[config.mk]
export PLATFORM = sky130hd
export DESIGN_NAME = bitonic_merger_pipe
export DESIGN_NICKNAME = d
export VERILOG_FILES = /design/src/rtl/bitonic_merger_pipe.sv
export SDC_FILE = /design/constraint.sdc
export NUM_CORES = 1
export LEC_CHECK = 0
export CORE_MARGIN = 2
export CORE_UTILIZATION = 49
export CTS_BUF_LIST = sky130_fd_sc_hd__clkbuf_8
export CTS_CLUSTER_DIAMETER = 200
export DETAILED_ROUTE_END_ITERATION = 8
export HOLD_SLACK_MARGIN = 0.15
export PLACE_DENSITY = 0.71
export SETUP_SLACK_MARGIN = 0.02
export SLEW_MARGIN = 20
export SYNTH_ARGS = -nofsm -noshare
export SYNTH_HDL_FRONTEND = slang
export SYNTH_SLANG_ARGS = --single-unit
export TNS_END_PERCENT = 50
[constraint.sdc]
create_clock -name clk -period 3.1 [get_ports clk]
set_input_delay 0.31 -clock clk [delete_from_list [all_inputs] [get_ports clk]]
set_output_delay 0.31 -clock clk [all_outputs]
set_load 0.005 [all_outputs]
[src/rtl/bitonic_merger_pipe.sv]
// Pipelined bitonic merge network: one registered half-cleaner level per stage, sorts a bitonic vector asc/desc.
// Latency $clog2(N) cycles, 1 vector/cycle; stalls whole pipe when dout is held. Option: BITONIC_MERGER_SWAP_CNT_EN.
module bitonic_merger_pipe #(
  parameter int WIDTH = 4,
  parameter int N     = 4
) (
  input  logic               clk,
  input  logic               rst,
  input  logic               in_valid,
  output logic               in_ready,
  input  logic [N*WIDTH-1:0] din,
  input  logic               in_desc,
  output logic               out_valid,
  input  logic               out_ready,
  output logic [N*WIDTH-1:0] dout
`ifdef BITONIC_MERGER_SWAP_CNT_EN
  ,
  output logic [$clog2((N/2)*$clog2(N)+1)-1:0] swap_cnt
`endif
);

  localparam int STAGES = $clog2(N);
`ifdef BITONIC_MERGER_SWAP_CNT_EN
  localparam int CW = $clog2((N/2)*STAGES+1);
`endif

  logic [N*WIDTH-1:0] data_q [STAGES];
  logic               vld_q  [STAGES];
  logic               desc_q [STAGES];
`ifdef BITONIC_MERGER_SWAP_CNT_EN
  logic [CW-1:0]      cnt_q  [STAGES];
`endif

  // The whole pipe moves in lockstep, so ready never looks at in_valid.
  logic advance;
  assign advance  = ~out_valid | out_ready;
  assign in_ready = advance;

  for (genvar s = 0; s < STAGES; s++) begin : g_lvl
    localparam int B = N >> s;
    localparam int H = B / 2;

    logic [N*WIDTH-1:0] lvl_in;
    logic [N*WIDTH-1:0] lvl_out;
    logic               lvl_vld;
    logic               lvl_desc;
    logic [N/2-1:0]     swp;

    if (s == 0) begin : g_head
      assign lvl_in   = din;
      assign lvl_vld  = in_valid & in_ready;
      assign lvl_desc = in_desc;
    end else begin : g_body
      assign lvl_in   = data_q[s-1];
      assign lvl_vld  = vld_q[s-1];
      assign lvl_desc = desc_q[s-1];
    end

    // Pair p maps to element lo inside block p/H, partner lo+H; every element is covered once.
    for (genvar p = 0; p < N/2; p++) begin : g_ce
      localparam int LO = (p / H) * B + (p % H);
      localparam int HI = LO + H;
      logic [WIDTH-1:0] a;
      logic [WIDTH-1:0] b;
      assign a      = lvl_in[LO*WIDTH +: WIDTH];
      assign b      = lvl_in[HI*WIDTH +: WIDTH];
      assign swp[p] = lvl_desc ? (a < b) : (a > b);
      assign lvl_out[LO*WIDTH +: WIDTH] = swp[p] ? b : a;
      assign lvl_out[HI*WIDTH +: WIDTH] = swp[p] ? a : b;
    end

    always_ff @(posedge clk) begin
      if (rst) begin
        data_q[s] <= '0;
        vld_q[s]  <= 1'b0;
        desc_q[s] <= 1'b0;
      end else if (advance) begin
        data_q[s] <= lvl_out;
        vld_q[s]  <= lvl_vld;
        desc_q[s] <= lvl_desc;
      end
    end

`ifdef BITONIC_MERGER_SWAP_CNT_EN
    logic [CW-1:0] cnt_in;
    logic [CW-1:0] cnt_out;

    if (s == 0) begin : g_cnt_head
      assign cnt_in = '0;
    end else begin : g_cnt_body
      assign cnt_in = cnt_q[s-1];
    end

    always_comb begin
      cnt_out = cnt_in;
      for (int p = 0; p < N/2; p++) begin
        cnt_out = cnt_out + CW'(swp[p]);
      end
    end

    always_ff @(posedge clk) begin
      if (rst) begin
        cnt_q[s] <= '0;
      end else if (advance) begin
        cnt_q[s] <= cnt_out;
      end
    end
`endif
  end

  assign dout      = data_q[STAGES-1];
  assign out_valid = vld_q[STAGES-1];
`ifdef BITONIC_MERGER_SWAP_CNT_EN
  assign swap_cnt  = cnt_q[STAGES-1];
`endif

endmodule

After elaboration in Yosys (flattened, before gate mapping):

Memories as Yosys holds them, arrays and structs flattened.
Index checks and enable logic that the tools add are counted.

* register bits after elaboration: 0
* RAM bits: 36
* bits of input ports: 21
* logic and storage cells: 43
* memories: 3

Memories
* data_q: words 2, bits a word 16, rd ports 2, clocked after Yosys merged registers in 0, write ports 2, RTL line 27 `logic [N*WIDTH-1:0] data_q [STAGES];`
* desc_q: words 2, bits a word 1, rd ports 1, clocked after Yosys merged registers in 0, write ports 2, RTL line 29 `logic desc_q [STAGES];`
* vld_q: words 2, bits a word 1, rd ports 2, clocked after Yosys merged registers in 0, write ports 2, RTL line 28 `logic vld_q [STAGES];`

* $lt $le $gt $ge: 8
* muxes and demuxes: 23
* bitwise logic cells: 9

Operators with widths (count)
* $mux W16: 2
* $mux W4: 8
* $gt A4 B4 Y1: 4
* $lt A4 B4 Y1: 4
* $mux W1: 13
* $or A1 B1 Y1: 7
* $and A1 B1 Y1: 1
* $not A1 Y1: 1

Longest topological paths before layout:

Gate-level depths: netlist of run 1.

* depth in word-level cells: 6
* depth in mapped cells: 8

Worst setup path before layout of run 1:

Ideal clock, no wire load.

* path type: register -> register
* start: mem data_q[0][9] in the netlist's numbering
* end: mem data_q[1][10] in the netlist's numbering (data pin)
* library setup time: 0.277 ns
* arrival time: 1.605 ns
* required time: 2.823 ns
* slack: 1.218 ns
* stages on the path, launching flop included: 6
* path buffers: 0
* path through: edfxtp_1 ha_1 nor2b_4 o21a_4 o311ai_4 mux2i_1

RTL lines (RTL line)
* start, declared: 27

==> results of run 1 <==
## power breakdown
group / total (mW) / leakage (nW) / internal, mW / switching (mW)
combinational: 0.397 / 0.599 / 0.200 / 0.197
sequential: 0.623 / 0.411 / 0.593 / 0.0298
clock: 0.292 / 0.0414 / 0.149 / 0.143
## state kept, by name (all words and copies together), names as in the netlist
name,count
data_q,32
desc_q,1
vld_q,2
## layout by cell type (no fill, tap or decap), types with 2 or more instances in the layout
cell type and count:
clkdlybuf4s50_1 38, edfxtp_1 35, a21oi_1 27, nand3_1 27
o21ai_0 25, inv_1 16, ha_1 16, mux2i_1 9
nand2_1 8, clkbuf_8 5, nor2b_1 4, and2_1 3
o211ai_1 3, and4_1 3, a211o_1 3, a211oi_2 3
and3_1 3, nand2b_1 2
## worst max-delay path, stage by stage
cell             delay (ns)
clkdlybuf4s50_1        0.51
inv_1                  0.05
ha_1                   0.30
and4_1                 0.24
a211oi_2               0.42
o21ai_0                0.17
a21oi_1                0.20
## cells by family after synthesis
logic type                 after synthesis
adders and majority gates               16
AOI/OAI and AO/OA                       64
buffers and inverters                   24
muxes                                    9
and+or+nand+nor                         54
DFF                                     35
## worst min path at each step
stage / slack, ns / cells after the start / endpoint
floorplan: 0.50 / 1 / vld_q[1]$_SDFFCE_PN0P_
detailed placement: 0.53 / 1 / vld_q[1]$_SDFFCE_PN0P_
CTS: 0.55 / 1 / vld_q[1]$_SDFFCE_PN0P_
global placement: 0.51 / 1 / vld_q[1]$_SDFFCE_PN0P_
finish: 0.54 / 1 / vld_q[1]$_SDFFCE_PN0P_
global route: 0.57 / 1 / vld_q[1]$_SDFFCE_PN0P_
## stage by stage
step | total power [mW] | instances
5_1_grt | 1.39 | 291
3_3_place_gp | 1.01 | 284
4_1_cts | 1.32 | 291
6_report | 1.31 | 291
2_1_floorplan | 0.879 | 202
3_5_place_dp | 1.03 | 284
## metal layers
metal | wire (um) | share of wire | up-vias
met5 | 0 | 0 | -
met3 | 215 | 0.054 | 6
li1 | - | - | 840
met2 | 1970 | 0.49 | 61
met1 | 1750 | 0.44 | 747
met4 | 58 | 0.015 | 0
## cell type report
class	instances	area (sq um)
clock buffers	5	68.8
clock inverters	2	8.76
fillers	388	1640
inverters	16	60.1
multi-input cells	143	990
flip-flops and latches	35	1050
well taps	52	65.1
repair buffers	38	380
==> results.toml, run 1 <==
[outcome]
status = "finished clean"

[synthesis]
synth-warning-count = 0
synthXorXnorAreaFrac = 0
ys_seq_area_frac = 0.492
syn-mean-instance-area_sq_um = 10.6
synth_top_family_by_area = "compound AO/OA/AOI/OAI gates"
synth_top_area_frac = 0.492
synth_area_leaders = "edfxtp_1 (49%), ha_1 (9.4%), a21oi_1 (6.3%)"
ys_seq_elements = 35
synth_compound_area_frac = 0.188
synthSimpleGateAreaFrac = 0.140
synth_fa_ha_area_frac = 0.0938
yosys.cell_types.count = 25
synth.most_common_cell = "edfxtp_1"
synthMuxAreaShare = 0.0422
synth_commonest_cells = "edfxtp_1 (35), a21oi_1 (27), nand3_1 (27)"
async_flop_share = 0
synth_enable_flop_cells = 35
ys.flop_type = "edfxtp_1"
synth_top_area_cell = "edfxtp_1"
syn_inst = 202
synthesis.area_sq_um = 2130
syn_nets = 239

[clocking]
cts_buffer_depth = 2
post-cts-setup-buffer-count = 0
htree_levels = 2
path_clk_slew_ns = 0.06
worstSkewPairLatency_ns = 0.28
hold_buffers = 0
root_buffer = "clkbuf_8"
clkSinkCount = 35
cts_tree = "built"
cts_resized = 0
cts_made_buffers = 5

[worst_setup_path]
critical_path.endpoint_type = "flip-flop"
crit_arrival_ns = 2.22
worstPathMaxFanout = 8
reg2reg_to = "data_q[1][4]$_SDFFCE_PN0P_"
reg2reg_from = "data_q[0][1]$_SDFFCE_PN0P_"
crit_start = "din[11]"
cp-start-kind = "primary input"
rrSetupSlack_ns = 0.99
worstSetupEndpoint = "data_q[0][2]$_SDFFCE_PN0P_"
critical_path_class = "in2reg"
crit_required_ns = 3.20
r2r_cells = 6

[timing]
setup_viol = 0
max_clock_freq_ghz = 0.470
hold_viol_final = 0
grt_setup_unrepaired = "no"
period_minus_slack_ns = 2.13
slew-limit-headroom = 0.424
max_slew.worst_pin.slew_ns = 0.864
hold_slack_ns = 0.541
worst_slack_ns = 0.974
fin_skew_ns = 0.00222
finalMaxSlewViolations = 0
period_share = 0.686
tns_ns = 0

[floorplan]
coreArea_sq_um = 4260
start_util = 0.501
die_y_um = 70
rows = 24
design.die.area_sq_um = 4900
die_x_um = 70
io_pins = 39

[grt]
grtUsageMet3 = 0.0491
grt_antenna_before_repair = 0
overflow = 0
grt_usage = 0.176
grt_pass1_wl_um = 6840
busiest_layer = "met2"
use_met1 = 0.217
use_met2 = 0.294
grt_max_degree = 36
grt_pass1_vias = 1539

[drt]
drt_first_iter_violations = 141
viasPerCell = 5.68
drt_pass1_iterations = 4
post-route-drc-count = 0
wl_um = 3990
vias = 1654
avgRoutedWirePerCell_um = 13.7
detail-route-antenna-nets = 0

[power_and_ir_drop]
vdd_ir_drop_max_mv = 0.207
power_leakage_nw = 1.05
power_density_nw_per_um2 = 500

[min_path]
hold_class = "reg2reg"
hold_start = "vld_q[0]$_DFFE_PP_"

[place]
routabilityCongestion = 0.906
placed_area_sq_um = 2550
dp_hpwl_um = 2900
place_ws_ns = 0.705
port_buffers = 38

[cells_and_area]
fin_util = 0.615
drive_gt1_frac = 0.0586
area_growth_pct = 22.9
final_area_sq_um = 2620
num-nets-final = 276
diodes = 0

[run]
max-cap-violations = 0
Note: power is estimated with default switching activity, not from simulation.
==> run 2: changes to the inputs <==
--- a/config.mk
+++ b/config.mk
@@ -11,7 +11,7 @@
 export CTS_CLUSTER_DIAMETER = 200
 export DETAILED_ROUTE_END_ITERATION = 8
 export HOLD_SLACK_MARGIN = 0.15
-export PLACE_DENSITY = 0.71
+export PLACE_DENSITY = 0.74
 export SETUP_SLACK_MARGIN = 0.02
 export SLEW_MARGIN = 20
 export SYNTH_ARGS = -nofsm -noshare
==> constraint.sdc (replaced) <==
create_clock -name clk -period 1.9 [get_ports clk]
set_input_delay 0.19 -clock clk [delete_from_list [all_inputs] [get_ports clk]]
set_output_delay 0.19 -clock clk [all_outputs]
set_load 0.005 [all_outputs]
==> run 2 against run 1 <==
Net effect:
- the flow now finishes with violations (setup timing)
- clock skew up 0.0026 ns
- count of clock-buffer cells in the layout did not move
- global-route usage rose by 1.8 points
- wire length increased by 20%
- clock power rose to 2.7 times the previous value
- sequential share of layout area shrank 6.0 points
- final cell count rose by 11%
- non-clock buffer count up 32
- register-to-register slack worse by 1.1 ns
- critical path depth is 1 higher
- power rose by 110%
- design area increased by 18%
- largest cell class is now multi-input gates
- highest routed layer unchanged
==> results.toml, run 2 (synthesis results as in run 1) <==
[floorplan]
design.die.area_sq_um = 4900
start_util = 0.501
die_x_um = 70
die_y_um = 70
coreArea_sq_um = 4260
io_pins = 39
rows = 24

[timing]
max_slew.worst_pin.slew_ns = 0.767
period_share = 1.05
finalMaxSlewViolations = 0
max_clock_freq_ghz = 0.501
setup_viol = 16
fin_skew_ns = 0.00484
hold_slack_ns = 0.422
period_minus_slack_ns = 1.99
worst_slack_ns = -0.0949
hold_viol_final = 0
grt_setup_unrepaired = "yes"
slew-limit-headroom = 0.489

[place]
place_ws_ns = -0.337
dp_cells = 307
dp_hpwl_um = 3180
routabilityCongestion = 0.885
port_buffers = 38

[power_and_ir_drop]
power_density_nw_per_um2 = 871
totalPowerFinal_mw = 2.69
vdd_ir_drop_max_mv = 0.360
power_leakage_nw = 1.30

[run]
max-cap-violations = 0

[min_path]
min_to = "data_q[0][9]$_SDFFCE_PN0P_"
hold_class = "in2reg"
hold_depth = 4
hold_start = "din[9]"

[drt]
viasPerCell = 5.64
drt_first_iter_violations = 138
vias = 1826
drt_pass1_iterations = 5
wl_um = 4810
avgRoutedWirePerCell_um = 14.8
detail-route-antenna-nets = 0
post-route-drc-count = 0

[worst_setup_path]
reg2reg_to = "data_q[1][1]$_SDFFCE_PN0P_"
critical_path_class = "reg2reg"
critical_path.endpoint_type = "flip-flop"
crit_arrival_ns = 2.03
reg2reg_from = "data_q[0][1]$_SDFFCE_PN0P_"
cp-start-kind = "flip-flop"
crit_start = "data_q[0][1]$_SDFFCE_PN0P_"
worstPathMaxFanout = 8
crit_required_ns = 1.93
r2r_cells = 8
rrSetupSlack_ns = -0.09

[grt]
grt_max_degree = 36
grt_pass1_wl_um = 7570
grt_usage = 0.194
grt_antenna_before_repair = 0
overflow = 0
grt_pass1_vias = 1696

[cells_and_area]
layout.cells.non_filler = 324
fin_util = 0.725
top_register = "data_q"
largest_register_ffs = 32
area_growth_pct = 44.8
reg_top3 = "data_q x32, vld_q x2, desc_q x1"
drive_gt1_frac = 0.287
diodes = 0
num-nets-final = 308
layout_commonest_cell = "edfxtp_1"
final_cell_mix = "edfxtp_1 (35), clkdlybuf4s50_1 (33), buf_4 (31), a21oi_1 (24), nand3_1 (18)"

[outcome]
violations = "setup timing"
status = "finished, violations left"

[clocking]
root_buffer = "clkbuf_8"
clkSinkCount = 35
worstSkewPairLatency_ns = 0.28
path_clk_slew_ns = 0.07
cts_tree = "built"
htree_levels = 2
hold_buffers = 0
cts_buffer_depth = 2
cts_made_buffers = 5
run 2: cell types whose count changed in the layout (fill, tap and decap cells not counted), moves of 3 or more:
cell             delta
o21ai_1            +14
clkdlybuf4s50_1     -5
a21oi_1             -3
a21oi_2             +3
a211o_1             -3
nand3_1             -9
and3_1              -3
buf_4              +31
o21ai_2             +8
nand3_2             +9
o21ai_0            -22
and3_2              +3
dlymetal6s2s_1      +5
run 2: repair_timing:
| item | CTS | global route |
|---|---|---|
| setup buffers | 5 | 4 |
| pin swaps | 11 | 14 |
| resized for setup | 26 | 33 |
| setup endpoints to repair | 30 | 32 |
run 2: cell type report:
type                            instances  area, sq um
Clock inverter                          3         67.6
Multi-Input combinational cell        143         1130
Clock buffer                            5         68.8
Timing Repair Buffer                   70          646
Tap cell                               52         65.1
Inverter                               16         60.1
Fill cell                             318         1170
Sequential cell                        35         1050
run 2: worst max-delay path: stages, from the launching register on:
cell and delay [ns]:
edfxtp_1 0.43, ha_1 0.30, nor2b_1 0.14, o211ai_1 0.22
buf_4 0.18, a211oi_2 0.06, buf_4 0.18, o21ai_1 0.15
a21oi_1 0.09
run 2: how the worst max path moves through the flow:
stage | endpoint | slack [ns] | depth (start not counted)
after floorplan | data_q[1][10]$_SDFFCE_PN0P_ | 0.06 | 5
after global placement | data_q[0][12]$_SDFFCE_PN0P_ | -0.32 | 8
after detailed placement | data_q[0][12]$_SDFFCE_PN0P_ | -0.34 | 8
after CTS | data_q[1][9]$_SDFFCE_PN0P_ | -0.02 | 8
after global routing | data_q[1][6]$_SDFFCE_PN0P_ | -0.13 | 7
final | data_q[1][1]$_SDFFCE_PN0P_ | -0.09 | 8
run 2: per-stage QoR:
step                      cell area [sq um]  TNS [ns]
final                                  3090    -0.820
after global routing                   3090     -1.47
after CTS                              2990   -0.0765
after detailed placement               2720     -5.88
after global placement                 2720     -4.70
after floorplan                        2130         0
run 2: metal layers:
metal | vias to the layer above | global-route usage | routed length (um)
met1 | 853 | 0.235 | 1940
li1 | 898 | - | -
met2 | 64 | 0.341 | 2590
met5 | - | 0 | 0
met4 | 0 | 0.0769 | 109
met3 | 11 | 0.0361 | 173
run 2: power breakdown:
group	switching [mW]	internal (mW)	total [mW]
clock	0.263	0.523	0.786
sequential	0.0567	0.968	1.02
combinational	0.413	0.469	0.881
total	0.733	1.96	2.69
==> run 3: changes to the inputs <==
--- a/config.mk
+++ b/config.mk
@@ -5,6 +5,7 @@
 export SDC_FILE = /design/constraint.sdc
 export NUM_CORES = 1
 export LEC_CHECK = 0
+export CORE_ASPECT_RATIO = 0.6
 export CORE_MARGIN = 2
 export CORE_UTILIZATION = 49
 export CTS_BUF_LIST = sky130_fd_sc_hd__clkbuf_8
@@ -13,7 +14,6 @@
 export HOLD_SLACK_MARGIN = 0.15
 export PLACE_DENSITY = 0.74
 export SETUP_SLACK_MARGIN = 0.02
-export SLEW_MARGIN = 20
 export SYNTH_ARGS = -nofsm -noshare
 export SYNTH_HDL_FRONTEND = slang
 export SYNTH_SLANG_ARGS = --single-unit
==> run 3 against run 2 <==
Net effect:
- the flow still finishes with violations (setup timing)
- global-route usage rose by 2.6 points
- highest routed layer unchanged
- combinational power is 2% higher
- utilization increased by 2.8 points
- clock skew is 0.0013 ns lower
- critical endpoint is now data_q[1][4]$_SDFFCE_PN0P_
- sequential share of layout area is 0.30 points lower
- worst hold slack got worse by 0.0032 ns
- first-iteration DRC count decreased by 61%
==> results.toml, run 3 (synthesis results as in run 1) <==
[floorplan]
die_y_um = 55.1
rows = 18
coreArea_sq_um = 4140
die_x_um = 89.2
io_pins = 39
design.die.area_sq_um = 4920
start_util = 0.515

[timing]
finalMaxSlewViolations = 0
grt_setup_unrepaired = "yes"
period_share = 1.03
worst_slack_ns = -0.0495
hold_slack_ns = 0.419
setup_viol = 3
hold_viol_final = 0
max_clock_freq_ghz = 0.513
slew-limit-headroom = 0.679
max_slew.worst_pin.slew_ns = 0.480
period_minus_slack_ns = 1.95
tns_ns = -0.0898
fin_skew_ns = 0.00354

[min_path]
hold_depth = 4
hold_class = "in2reg"

[drt]
detail-route-antenna-nets = 0
avgRoutedWirePerCell_um = 15.1
drt_pass1_iterations = 4
vias = 1871
drt_first_iter_violations = 54
wl_um = 5100
post-route-drc-count = 0
viasPerCell = 5.54

[run]
max-cap-violations = 0

[place]
placed_area_sq_um = 2770
port_buffers = 38
routabilityCongestion = 0.844
place_ws_ns = -0.336
dp_hpwl_um = 3400

[power_and_ir_drop]
power_leakage_nw = 1.33
totalPowerFinal_mw = 2.43
vdd_ir_drop_max_mv = 0.387
power_density_nw_per_um2 = 778

[cells_and_area]
largest_register_ffs = 32
final_cell_mix = "edfxtp_1 (35), buf_4 (33), clkdlybuf4s50_1 (31), nand3_1 (25), a21oi_1 (23)"
final_area_sq_um = 3120
layout_commonest_cell = "edfxtp_1"
num-nets-final = 314
drive_gt1_frac = 0.270
reg_top3 = "data_q x32, vld_q x2, desc_q x1"
area_growth_pct = 46.1
diodes = 0
top_register = "data_q"

[clocking]
path_clk_slew_ns = 0.07
hold_buffers = 0
cts_buffer_depth = 2
cts_tree = "built"
root_buffer = "clkbuf_8"
worstSkewPairLatency_ns = 0.29
htree_levels = 2
cts_made_buffers = 5
clkSinkCount = 35

[worst_setup_path]
cp-start-kind = "flip-flop"
cp_cell_sequence = "ha_4 -> nor2b_4 -> o211ai_1 -> buf_4 -> a211oi_4 -> o21ai_0 -> a21oi_1"
critical_path.endpoint_type = "flip-flop"
worstPathMaxFanout = 8
crit_arrival_ns = 2.10
crit_required_ns = 2.05
cpPeakStageDelay_ns = 0.43
cp_slowest_cell = "edfxtp_1"
critical_path_class = "reg2reg"
r2r_cells = 7

[grt]
grt_usage = 0.220
grt_pass1_wl_um = 7970
overflow = 0
grt_pass1_vias = 1715
grt_antenna_before_repair = 0
grt_max_degree = 34

[outcome]
status = "finished, violations left"
violations = "setup timing"
-- run 3: layer usage --
| metal | vias up | part of all wire | global-route usage |
|---|---|---|---|
| li1 | 909 | - | - |
| met5 | - | 0 | 0.0227 |
| met1 | 866 | 0.47 | 0.310 |
| met3 | 11 | 0.060 | 0.0519 |
| met2 | 85 | 0.45 | 0.335 |
| met4 | 0 | 0.021 | 0.0796 |
-- run 3: critical path: cells and delay by family, from the launching register on --
kind | cells | cell delay [ns]
AOI/OAI and AO/OA | 4 | 0.80
adders and majority gates | 1 | 0.29
buffers and inverters | 1 | 0.17
DFF | 1 | 0.43
and+or+nand+nor | 1 | 0.12
-- run 3: final cells by class --
class / count / area (sq um)
Clock inverter: 3 / 12.5
Timing Repair Buffer: 76 / 711
Tap cell: 60 / 75.1
Clock buffer: 5 / 68.8
Multi-Input combinational cell: 143 / 1140
Fill cell: 290 / 1030
Sequential cell: 35 / 1050
Inverter: 16 / 60.1
-- run 3: what timing repair did --
action,CTS,global route
setup endpoints to repair,26,32
gates resized for setup,15,42
setup buffers,8,3
pin swaps,6,29
-- run 3: report_power, final --
part | leakage (nW) | switching (mW) | total, mW | internal (mW)
clock network | 0.0505 | 0.271 | 0.517 | 0.246
logic | 0.871 | 0.411 | 0.896 | 0.485
registers | 0.411 | 0.0468 | 1.01 | 0.967
-- run 3: worst paths after layout --
check / from / slack, ns / end
min reg2reg: vld_q[0]$_DFFE_PP_ / 0.53 / vld_q[1]$_SDFFCE_PN0P_
max: data_q[0][1]$_SDFFCE_PN0P_ / -0.05 / data_q[1][4]$_SDFFCE_PN0P_
min: din[4] / 0.42 / data_q[0][12]$_SDFFCE_PN0P_
max reg2reg: data_q[0][1]$_SDFFCE_PN0P_ / -0.05 / data_q[1][4]$_SDFFCE_PN0P_
-- run 3: stage by stage --
| stage | utilization | cells |
|---|---|---|
| floorplan | - | 202 |
| global route | 0.752 | 338 |
| CTS | 0.714 | 335 |
| finish | 0.752 | 338 |
| detailed placement | 0.669 | 319 |
| global placement | 0.669 | 319 |
